--- src/rtl/acc_divider_if.sv ---
// Start/busy/done handshake bundle between a controller and the
// sequential accumulator divider.
interface acc_divider_if #(
  parameter int DW = 16,
  parameter int VW = 4
);
  logic          start;
  logic [DW-1:0] Dividend;
  logic [VW-1:0] Divisor;
  logic [DW-1:0] Quotient;
  logic [VW-1:0] Remainder;
  logic          busy;
  logic          done;
  logic          div_zero;

  modport master (
    output start, Dividend, Divisor,
    input  Quotient, Remainder, busy, done, div_zero
  );

  modport slave (
    input  start, Dividend, Divisor,
    output Quotient, Remainder, busy, done, div_zero
  );
endinterface

--- src/rtl/acc_divider.sv ---
// Sequential restoring divider: DW-bit dividend by VW-bit divisor,
// one quotient bit per clock, MSB first, with a start/busy/done handshake.
module acc_divider #(
  parameter int DW = 16,
  parameter int VW = 4
) (
  input  logic         clk,
  input  logic         rst,
  acc_divider_if.slave bus
);
  localparam int CW = $clog2(DW);
  localparam logic [CW-1:0] LAST = CW'(DW - 1);

  typedef enum logic {IDLE, RUN} state_t;

  state_t        state_q, state_d;
  logic [CW-1:0] cnt_q, cnt_d;
  logic [VW:0]   p_q, p_d;
  logic [DW-1:0] shreg_q, shreg_d;
  logic [VW-1:0] divisor_q, divisor_d;
  logic [DW-1:0] quot_q, quot_d;
  logic [VW-1:0] rem_q, rem_d;
  logic          done_q, done_d;
  logic          div_zero_q, div_zero_d;

  logic [VW:0]   trial;
  logic          trial_ge;
  logic [VW:0]   p_next;

  always_ff @(posedge clk or posedge rst) begin
    if (rst) begin
      state_q    <= IDLE;
      cnt_q      <= '0;
      p_q        <= '0;
      shreg_q    <= '0;
      divisor_q  <= '0;
      quot_q     <= '0;
      rem_q      <= '0;
      done_q     <= 1'b0;
      div_zero_q <= 1'b0;
    end else begin
      state_q    <= state_d;
      cnt_q      <= cnt_d;
      p_q        <= p_d;
      shreg_q    <= shreg_d;
      divisor_q  <= divisor_d;
      quot_q     <= quot_d;
      rem_q      <= rem_d;
      done_q     <= done_d;
      div_zero_q <= div_zero_d;
    end
  end

  // shreg shifts dividend bits out at the top while quotient bits enter at the bottom
  always_comb begin
    state_d    = state_q;
    cnt_d      = cnt_q;
    p_d        = p_q;
    shreg_d    = shreg_q;
    divisor_d  = divisor_q;
    quot_d     = quot_q;
    rem_d      = rem_q;
    done_d     = 1'b0;
    div_zero_d = div_zero_q;

    trial    = {p_q[VW-1:0], shreg_q[DW-1]};
    trial_ge = (trial >= {1'b0, divisor_q});
    p_next   = trial_ge ? (trial - {1'b0, divisor_q}) : trial;

    case (state_q)
      IDLE: begin
        if (bus.start) begin
          cnt_d      = '0;
          p_d        = '0;
          shreg_d    = bus.Dividend;
          divisor_d  = bus.Divisor;
          div_zero_d = 1'b0;
          if (bus.Divisor == '0) begin
            quot_d     = '1;
            rem_d      = '0;
            div_zero_d = 1'b1;
            done_d     = 1'b1;
          end else begin
            state_d = RUN;
          end
        end
      end
      RUN: begin
        p_d     = p_next;
        shreg_d = {shreg_q[DW-2:0], trial_ge};
        cnt_d   = cnt_q + 1'b1;
        if (cnt_q == LAST) begin
          state_d = IDLE;
          quot_d  = {shreg_q[DW-2:0], trial_ge};
          rem_d   = p_next[VW-1:0];
          done_d  = 1'b1;
        end
      end
      default: state_d = IDLE;
    endcase
  end

  always_comb begin
    bus.Quotient  = quot_q;
    bus.Remainder = rem_q;
    bus.busy      = (state_q == RUN);
    bus.done      = done_q;
    bus.div_zero  = div_zero_q;
  end
endmodule

--- src/flat_wrapper.sv ---
// flat-port wrapper written by rule: the top's interface ports become plain ports
module acc_divider_flat 
#(
  parameter int DW = 16,
  parameter int VW = 4
)
  (clk, rst, bus_start, bus_Dividend, bus_Divisor, bus_Quotient, bus_Remainder, bus_busy, bus_done, bus_div_zero);
  acc_divider_if #(.DW(DW), .VW(VW)) bus_i ();
  input  logic clk;
  input  logic rst;
  input wire logic [$bits(bus_i.start)-1:0] bus_start;
  input wire logic [$bits(bus_i.Dividend)-1:0] bus_Dividend;
  input wire logic [$bits(bus_i.Divisor)-1:0] bus_Divisor;
  output wire logic [$bits(bus_i.Quotient)-1:0] bus_Quotient;
  output wire logic [$bits(bus_i.Remainder)-1:0] bus_Remainder;
  output wire logic [$bits(bus_i.busy)-1:0] bus_busy;
  output wire logic [$bits(bus_i.done)-1:0] bus_done;
  output wire logic [$bits(bus_i.div_zero)-1:0] bus_div_zero;
  assign bus_i.start = bus_start;
  assign bus_i.Dividend = bus_Dividend;
  assign bus_i.Divisor = bus_Divisor;
  assign bus_Quotient = bus_i.Quotient;
  assign bus_Remainder = bus_i.Remainder;
  assign bus_busy = bus_i.busy;
  assign bus_done = bus_i.done;
  assign bus_div_zero = bus_i.div_zero;
  acc_divider #(.DW(DW), .VW(VW)) u_core (.clk(clk), .rst(rst), .bus(bus_i));
endmodule
--- config.mk ---
export PLATFORM = sky130hd
export DESIGN_NAME = acc_divider_flat
export DESIGN_NICKNAME = d
export VERILOG_FILES = /design/src/rtl/acc_divider_if.sv /design/src/rtl/acc_divider.sv /design/src/flat_wrapper.sv
export SDC_FILE = /design/constraint.sdc
export NUM_CORES = 1
export LEC_CHECK = 0
export ABC_AREA = 0
export BUFFER_PORTS_ARGS = -buffer_cell sky130_fd_sc_hd__buf_2
export CAP_MARGIN = 10
export CORE_UTILIZATION = 51
export CTS_CLUSTER_DIAMETER = 120
export CTS_CLUSTER_SIZE = 20
export DETAILED_ROUTE_END_ITERATION = 16
export PLACE_DENSITY = 0.75
export SLEW_MARGIN = 15
export SYNTH_ARGS = -nofsm -noshare
export SYNTH_HDL_FRONTEND = slang
export SYNTH_SLANG_ARGS = --single-unit
--- constraint.sdc ---
create_clock -name clk -period 3.7 [get_ports clk]
set_input_delay 0.555 -clock clk [delete_from_list [all_inputs] [get_ports clk]]
set_output_delay 0.555 -clock clk [all_outputs]
set_load 0.03 [all_outputs]
# Word level (Yosys, flattened, before mapping)
# Cells that the tools add are included.
# word_totals
register_bits	51
in_bits	23
out_inout_bits	23
wordCells	43
# op_classes
n_addsub	2
n_lt_le_gt_ge	1
n_eq_ne	4
n_mux	23
bitwise_logic	1
reduce_logical	3
# ops
op	count
16-bit two-way mux	4
16-bit case mux with 2 select lines	2
4-bit two-way mux	6
4-bit case mux with 2 select lines	3
1-bit two-way mux	6
5-bit by 4-bit >= comparator with 1-bit output	1
4-bit by 1-bit adder with 4-bit output, second input constant	1
4-bit equality test, second input constant	1
4-bit logical NOT	1
2-bit inequality test, second input constant	2
1-bit case mux with 2 select lines	2
4-bit subtractor	1
3-bit AND reduction	1
2-bit by 1-bit inequality test with 1-bit output, second input constant	1
2-bit AND reduction	1
1-bit inverter	1

# Logic depth before layout (Yosys ltp)
# Gate-level depths: netlist of the first run.
# logic_depth
word_depth	4
depth_mapped	7
mapped_depth_nobuf	7

# Least setup slack after synthesis of the first run
# OpenSTA, ideal clock, no wires.
# synth_path
path_type	register to register
start	register u_core.p_q[1]
end	register u_core.p_q[0]
setup_time_ps	87
arrival_ps	1783
required_ps	3613
setup_slack_ps	1831
stages_incl_launch_ff	7
n_path_buf	0
period_less_slack_ps	1869
path_cell_list	dfrtp_1 ha_1 a21o_1 a31o_1 a21boi_4 mux2_4 o22ai_1
# synth_between
elab_chain_len	3
# synth_rtl
item	line_no	source
start, declared	acc_divider.sv:18	logic [VW:0] p_q, p_d;
start signal, assigned	acc_divider.sv:44	p_q <= p_d;
5-bit by 4-bit >= comparator with 1-bit output	acc_divider.sv:67	trial_ge = (trial >= {1'b0, divisor_q});
4-bit two-way mux	acc_divider.sv:68	p_next = trial_ge ? (trial - {1'b0, divisor_q}) : trial;
4-bit case mux with 2 select lines	acc_divider.sv:70	case (state_q)
# Every way passes these cells.
# A chain may end at the register's enable or synchronous reset.

# Worst setup path after layout of the first run
# layout_path
start	input bus_start
end	register u_core.quot_q[5], in the netlist u_core.bus.Quotient[5]
# layout_between
elab_chain_len	2
# layout_rtl
item	line_no	source
start, declared	flat_wrapper.sv:11	input wire logic [$bits(bus_i.start)-1:0] bus_start;
2-bit inequality test (no line)	--	
3-bit AND reduction (no line)	--	
end signal, assigned	acc_divider.sv:47	quot_q <= quot_d;
end, declared	acc_divider.sv:21	logic [DW-1:0] quot_q, quot_d;
# Every way passes these cells.

==> results of run 1 <==
## Yosys cell counts
master	n	share of area
a211oi_1	1	0.0033
a21boi_4	1	0.0083
a21o_1	1	0.0033
a21oi_1	31	0.068
a22o_1	1	0.0039
a31o_1	1	0.0039
a31oi_1	4	0.011
and3_1	1	0.0028
buf_1	2	0.0033
buf_2	6	0.013
buf_4	1	0.0033
clkbuf_1	2	0.0033
dfrtp_1	51	0.56
fa_1	1	0.0088
ha_1	5	0.028
inv_1	15	0.025
mux2_2	1	0.0050
mux2_4	2	0.013
mux2i_1	17	0.075
nand2_1	13	0.021
nand2_2	1	0.0028
nand2b_1	1	0.0028
nand3_1	1	0.0022
nand4_1	1	0.0028
nor2_1	35	0.058
nor2b_1	3	0.0083
nor4_1	1	0.0028
nor4b_1	1	0.0039
o21ai_0	10	0.022
o21ai_1	1	0.0022
o22ai_1	6	0.017
o2bb2ai_1	1	0.0039
or2_2	1	0.0028
xnor2_1	1	0.0039
## cell families (layout without fill, tap and decap cells)
family                     count (synthesis)  count (layout)  synth area share
xor gates and xnor gates                   1               1          0.003857
DFF                                       51              51            0.5620
muxes                                     20              20           0.09311
AOI/OAI and AO/OA                         58              58            0.1466
and+or+nand+nor                           59              59            0.1102
buffers and inverters                     26              69           0.04794
adders and majority gates                  6               6           0.03636
## registers in the layout, summed over array words and instances (netlist names)
register	cells
u_core.bus.Quotient	16
u_core.bus.Remainder	4
u_core.bus.busy	1
u_core.bus.div_zero	1
u_core.bus.done	1
u_core.cnt_q	4
u_core.divisor_q	4
u_core.p_q	4
u_core.shreg_q	16
## per-stage QoR
stage	hold WS, ns	cells	util	setup WS, ns
finish	0.3844	314	0.6274	1.470
CTS	0.4649	314	0.6271	1.485
detailed placement	0.4782	306	0.6066	1.130
global placement	0.4790	306	0.6066	1.302
global route	0.4704	314	0.6274	1.247
floorplan	0.4436	221	-	1.831
## report_power, final
part / internal (uW) / switching (uW) / total, uW
Clock: 132 / 175 / 307
Sequential: 793 / 143 / 936
Combinational: 435 / 640 / 1070
## routing by layer
metal,track usage,vias up
li1,-,835
met1,0.2636,743
met2,0.3297,31
met3,0.04934,5
met4,0.05357,0
met5,0,-
## area by class of cell
class	count	area, sq um
Inverter	15	57.56
Timing Repair Buffer	46	232.7
Multi-Input combinational cell	144	885.9
Fill cell	364	1544
Sequential cell	51	1276
Clock inverter	2	12.51
Tap cell	50	62.56
Clock buffer	6	72.57
## worst max-delay path, stage by stage
cell,delay [ns]
buf_2,0.08
buf_4,0.30
nor2b_1,0.55
nand2_1,0.18
nand2_2,0.54
nor2_1,0.09
a21oi_1,0.15
## final timing paths
kind | startpoint | to | slack (ns)
max | bus_start | u_core.bus.Quotient[5] | 1.47
min | rst | u_core.bus.Quotient[9] | 0.38
max reg2reg | u_core.bus.busy | u_core.bus.Quotient[5] | 1.61
min reg2reg | u_core.cnt_q[3] | u_core.cnt_q[3] | 0.49
max in group asynchronous | rst | u_core.bus.Remainder[0] | 2.81
min in group clk | bus_Divisor[3] | u_core.divisor_q[3] | 0.47
==> results.json, run 1 <==
{
  "die_area_sq_um": 4724,
  "total_power_uw": 2317,
  "ys_types": 34,
  "ir_drop_mv": 0.4063,
  "portBuffers": 45,
  "ys_ff_latch": 51,
  "final_common_cell": "dfrtp_1",
  "drt_iter0_drc": 146,
  "rsz0062_at_grt": "false",
  "finalCritPeriodShare": 0.6028,
  "synthesis.area_sq_um": 2271,
  "topRoutingLayerUsed": "met4",
  "relSlewSlack": 0.2743,
  "startpoint_type": "input pin",
  "wirelength_mm": 4.168,
  "syn2layout_area_growth_pct": 14.49,
  "leakage_uw": 0.001211,
  "synth.yosys.seq_area_share": 0.5620,
  "track_usage": 0.2001,
  "root_buffer": "clkbuf_8",
  "hold_violations": 0,
  "layout_common_cells": "dfrtp_1 (51), buf_2 (45), nor2_1 (35)",
  "yosysWarnings": 0,
  "clock_path_buffers": 2,
  "tightest_slew_ns": 1.087,
  "wl_met3_um": 171,
  "cts_setup_buffers": 0,
  "synthCells": 221,
  "row_count": 23,
  "ioPinCount": 46,
  "cts_buffers": 5,
  "first_pass_iters": 4,
  "status": "finished clean",
  "dpl.hpwl_mm": 2.869,
  "hold_buffers": 0,
  "crit_fanout": 37,
  "crit_type": "input pin to register",
  "cts_tree": "built",
  "routedWlPerCell_um": 13.27,
  "ant_nets": 0,
  "start_util": 0.5480,
  "setup_viol": 0,
  "min_path_type": "input pin to asynchronous set/reset pin",
  "nNetsFinal": 292,
  "antenna_found_initial": 0,
  "end_kind": "register",
  "cts.sink_count": 51,
  "m1WireLength_mm": 2.019,
  "n_antenna_cell": 0,
  "min_period_ns": 2.230,
  "route.met2.wl_mm": 1.936,
  "stdcell_area_sq_um": 2600,
  "htreeDepth": 2,
  "die_height_um": 68.73,
  "vias": 1614,
  "overflow": 0,
  "max_freq_mhz": 448.4,
  "grt_max_degree": 52,
  "powerDensity_nw_per_um2": 891.2,
  "grt_pass1_vias": 1541,
  "core_area_sq_um": 4144,
  "avgSynthCellArea_sq_um": 10.28,
  "finalMaxSlewViolations": 0,
  "clk_transition_reported_paths_ns": 0.09,
  "route.detailed.drc": 0,
  "tns_ns": 0,
  "grt_pass1_wl_mm": 6.920,
  "worst_ep_arrival_time_ns": 2.45,
  "place_area_sq_um": 2514,
  "cts_repair_resize_count": 0,
  "clk_latency_ns": 0.30,
  "gp_congestion": 0.7623,
  "post_route_cells_drive_above_1_share": 0.2273,
  "die_w_um": 68.73,
  "synth_nets": 250,
  "vias_per_cell": 5.140,
  "r2r_cells": 5,
  "maxCapViolCount": 0,
  "fin_skew_ns": 0.008605,
  "cp.required_ns": 3.92
}
(Power assumes the default switching activity.)
==> run 2: changes to the inputs <==
Settings changed: CORE_UTILIZATION 51 to 49.
Clock period 3.7 ns to 1.86 ns, I/O delays scaled along.
==> results.json, run 2 (same netlist as run 1, synthesis figures left out) <==
{
  "first_pass_iters": 4,
  "maxCapViolCount": 0,
  "start_util": 0.5145,
  "total_power_uw": 5024,
  "nNetsFinal": 305,
  "cts_tree": "built",
  "row_count": 24,
  "min_period_ns": 1.876,
  "stdcell_area_sq_um": 2779,
  "die_w_um": 70.08,
  "ir_drop_mv": 0.9042,
  "cts.sink_count": 51,
  "startpoint_type": "register",
  "drt_iter0_drc": 124,
  "die_height_um": 70.08,
  "grt_max_degree": 38,
  "layout_setup_ws_ns": -0.01556,
  "tightest_slew_ns": 0.5078,
  "hold_violations": 22,
  "track_usage": 0.1992,
  "route.detailed.drc": 0,
  "powerDensity_nw_per_um2": 1808,
  "die_area_sq_um": 4911,
  "gp_congestion": 0.8336,
  "setup_viol": 3,
  "cts_buffers": 5,
  "crit_fanout": 4,
  "max_freq_mhz": 533.2,
  "overflow": 0,
  "finalCritPeriodShare": 1.008,
  "clock_path_buffers": 2,
  "root_buffer": "clkbuf_8",
  "worst_ep_arrival_time_ns": 2.10,
  "grt_pass1_vias": 1617,
  "hold_buffers": 0,
  "rsz0062_at_grt": "true",
  "r2r_start": "u_core.divisor_q[2]",
  "ioPinCount": 46,
  "final_common_cell": "dfrtp_1",
  "grt_pass1_wl_mm": 7.631,
  "dpl.hpwl_mm": 3.168,
  "ant_nets": 0,
  "fin_skew_ns": 0.01084,
  "portBuffers": 45,
  "fillers": 356,
  "finalMaxSlewViolations": 0,
  "min_path_type": "input pin to asynchronous set/reset pin",
  "antenna_found_initial": 0,
  "crit_start": "u_core.divisor_q[2]",
  "whs_ns": -0.006185,
  "status": "finished with violations",
  "core_area_sq_um": 4414,
  "post_route_cells_drive_above_1_share": 0.2924,
  "cp.required_ns": 2.08,
  "wirelength_mm": 4.533,
  "violations": "negative hold slack, negative setup slack",
  "end_kind": "register",
  "pre_cts_ws_ns": 0.006474,
  "relSlewSlack": 0.6610,
  "place_area_sq_um": 2616,
  "n_antenna_cell": 0,
  "vias_per_cell": 5.237,
  "vias": 1723,
  "syn2layout_area_growth_pct": 22.37,
  "leakage_uw": 0.001290,
  "post-route-util": 0.6295,
  "routedWlPerCell_um": 13.78,
  "layout_common_cells": "dfrtp_1 (51), buf_2 (45), nor2_1 (35)",
  "clk_transition_reported_paths_ns": 0.10,
  "clk_latency_ns": 0.30,
  "htreeDepth": 2,
  "crit_type": "register to register"
}
## run 2: layout make-up
class                           instances  area (sq um)  area share
Clock buffer                            6         82.58     0.02972
Clock inverter                          2         16.27    0.005853
Inverter                               15         56.30     0.02026
Multi-Input combinational cell        144         927.1      0.3336
Sequential cell                        51          1276      0.4593
Tap cell                               52         65.06     0.02341
Timing Repair Buffer                   59         355.3      0.1279
## run 2: layer usage
layer  routed length (um)  up-vias  global-route usage
li1                     -      862                   -
met1                 2191      830              0.2867
met2                 2154       26              0.3034
met3                  136        5             0.03608
met4                   51        0             0.07333
met5                    0        -                   0
## run 2: critical path, cell delays in order (launching register included)
cell	delay, ns
dfrtp_1	0.38
inv_2	0.08
ha_4	0.20
a21o_1	0.18
a31o_1	0.22
a21boi_4	0.25
mux2_4	0.33
o22ai_1	0.14
## run 2: final timing paths
kind                       slack (ns)  cells after the start                 endpoint
min in group clk                 0.20                      3      u_core.divisor_q[2]
hold / removal                 -0.006                      2        u_core.shreg_q[9]
setup reg to reg                -0.02                      7            u_core.p_q[0]
max in group asynchronous        1.34                      3  u_core.bus.Remainder[0]
setup / recovery                -0.02                      7            u_core.p_q[0]
hold reg to reg                  0.49                      1          u_core.cnt_q[3]
## run 2: report_power, final
group / switching [uW] / total [uW] / internal (uW)
logic: 1380 / 2490 / 1110
registers: 284 / 1860 / 1580
clock network: 368 / 672 / 304
total: 2030 / 5020 / 2990
## run 2: timing repair
item | 4_1_cts | 5_1_grt
pin swaps | 0 | 5
resized for setup | 1 | 6
buffers inserted | 1 | 2
endpoints found under the hold margin | 0 | 0
setup endpoints to repair | 4 | 8
## run 2: through the flow
stage,hold WS [ns],setup TNS (ns),std cells
floorplan,0.3958,0,221
global placement,0.3352,0,318
detailed placement,0.3378,0,318
CTS,0.002491,-0.003366,327
global route,0.03178,-0.2246,329
finish,-0.006185,-0.03382,329
==> run 3: changes to the inputs <==
Settings changed: CELL_PAD_IN_SITES_DETAIL_PLACEMENT set to 1, CELL_PAD_IN_SITES_GLOBAL_PLACEMENT set to 2, CORE_UTILIZATION 49 to 30, PLACE_DENSITY 0.75 to unset, PLACE_DENSITY_LB_ADDON set to 0.1.
==> results.json, run 3 (same netlist as run 1, synthesis figures left out) <==
{
  "finalMaxSlewViolations": 0,
  "cp.required_ns": 2.09,
  "end_kind": "register",
  "switching_power_uw": 2045,
  "cts_buffers": 5,
  "ant_nets": 0,
  "clkPwrFrac": 0.123,
  "clock_path_buffers": 2,
  "drt_iter0_drc": 37,
  "placed_cells": 369,
  "min_path_type": "input pin to register",
  "hold_violations": 0,
  "first_pass_iters": 4,
  "final_common_cell": "dfrtp_1",
  "antenna_found_initial": 0,
  "startpoint_type": "register",
  "fin_skew_ns": 0.007883,
  "pwr-share-seq": 0.366,
  "syn2layout_area_growth_pct": 27.60,
  "vias": 1739,
  "tightest_slew_ns": 0.4084,
  "maxCapViolCount": 0,
  "route.detailed.drc": 0,
  "rsz0062_at_grt": "true",
  "layout_setup_ws_ns": -0.0001756,
  "overflow": 0,
  "n_antenna_cell": 0,
  "finalCritPeriodShare": 1.000,
  "die_area_sq_um": 7922,
  "tns_ns": -0.0001756,
  "grt_pass1_vias": 1737,
  "cts_tree": "built",
  "dpl.hpwl_mm": 3.821,
  "track_usage": 0.1453,
  "powerDensity_nw_per_um2": 1753,
  "total_power_uw": 5081,
  "ioPinCount": 46,
  "relSlewSlack": 0.7274,
  "vias_per_cell": 4.540,
  "leakage_uw": 0.001332,
  "p_sw_frac": 0.4024,
  "violations": "negative setup slack",
  "row_count": 31,
  "core_area_sq_um": 7292,
  "setup_viol": 1,
  "post_route_cells_drive_above_1_share": 0.3028,
  "max_freq_mhz": 537.6,
  "root_buffer": "clkbuf_8",
  "routedWlPerCell_um": 13.61,
  "post-route-util": 0.3974,
  "start_util": 0.3114,
  "cts.sink_count": 51,
  "instances_no_fill": 383,
  "ir_drop_mv": 0.4720,
  "htreeDepth": 2,
  "power_frac_comb": 0.511,
  "die_height_um": 89.01,
  "layout_common_cells": "dfrtp_1 (51), buf_2 (45), nor2_1 (35)",
  "min_period_ns": 1.860,
  "grt_max_degree": 35,
  "crit_fanout": 5,
  "nNetsFinal": 312,
  "wirelength_mm": 5.213,
  "crit_type": "register to register",
  "worst_ep_arrival_time_ns": 2.09,
  "intPower_uw": 3036,
  "portBuffers": 45,
  "gp_congestion": 0.7360,
  "clk_transition_reported_paths_ns": 0.09,
  "grt_pass1_wl_mm": 8.493,
  "status": "finished with violations",
  "clk_latency_ns": 0.31,
  "die_w_um": 89.01
}
-- run 3: cell count changes in the layout (fill, tap and decap cells not counted), sizes merged --
| cell | delta |
|---|---|
| dlygate4sd3 | +1 |
| buf | +6 |
-- run 3: layout make-up --
cell class | instances | area [sq um]
well taps | 99 | 123.9
inverters | 15 | 56.30
clock inverters | 2 | 12.51
flip-flops and latches | 51 | 1276
fillers | 862 | 4394
clock buffers | 6 | 72.57
multi-input cells | 144 | 933.4
repair buffers | 66 | 422.9
-- run 3: final timing paths --
| path | start | slack (ns) | cells after the start | to |
|---|---|---|---|---|
| hold / removal | bus_Divisor[1] | 0.21 | 3 | u_core.divisor_q[1] |
| hold reg to reg | u_core.cnt_q[3] | 0.49 | 1 | u_core.cnt_q[3] |
| setup / recovery | u_core.p_q[1] | -0.0002 | 6 | u_core.p_q[0] |
| min in group asynchronous | rst | 0.50 | 3 | u_core.shreg_q[0] |
| max in group asynchronous | rst | 0.84 | 4 | u_core.bus.Remainder[3] |
| setup reg to reg | u_core.p_q[1] | -0.0002 | 6 | u_core.p_q[0] |
-- run 3: what timing repair did --
item / CTS / global route
buffers inserted: 2 / 3
gates resized for setup: 2 / 5
pin swaps: 4 / 5
hold endpoints to repair: 17 / 0
setup endpoints to repair: 5 / 9
hold buffers: 1 / 0
-- run 3: routing by layer --
metal,GRT usage,vias to the layer above,share of wire
li1,-,878,-
met1,0.1957,826,0.48
met2,0.2266,29,0.47
met3,0.03878,6,0.033
met4,0.05195,0,0.015
met5,0,-,0
-- run 3: through the flow --
stage               instance area, sq um  setup WS [ns]  hold WS [ns]
finish                              2898     -0.0001756        0.2113
detailed placement                  2718       -0.05973        0.3046
CTS                                 2843       -0.04728        0.1989
floorplan                           2271        0.01203        0.3958
global route                        2898       -0.06364        0.2201
global placement                    2718      -0.009932        0.3012
-- run 3: critical path, stage by stage, from the launching register on --
cell and delay (ns):
dfrtp_1 0.42, ha_4 0.25, a21o_1 0.19, a31o_4 0.22, a21boi_4 0.23, mux2_4 0.34
o22ai_1 0.14
-- run 3: power by group through the flow --
stage          clock (uW)  combinational [uW]  sequential, uW
3_3_place_gp            0                2350            1870
2_1_floorplan           0                1360            2170
5_1_grt               702                2900            1910
6_report              627                2600            1860
3_5_place_dp            0                2400            1890
4_1_cts               670                2520            1860
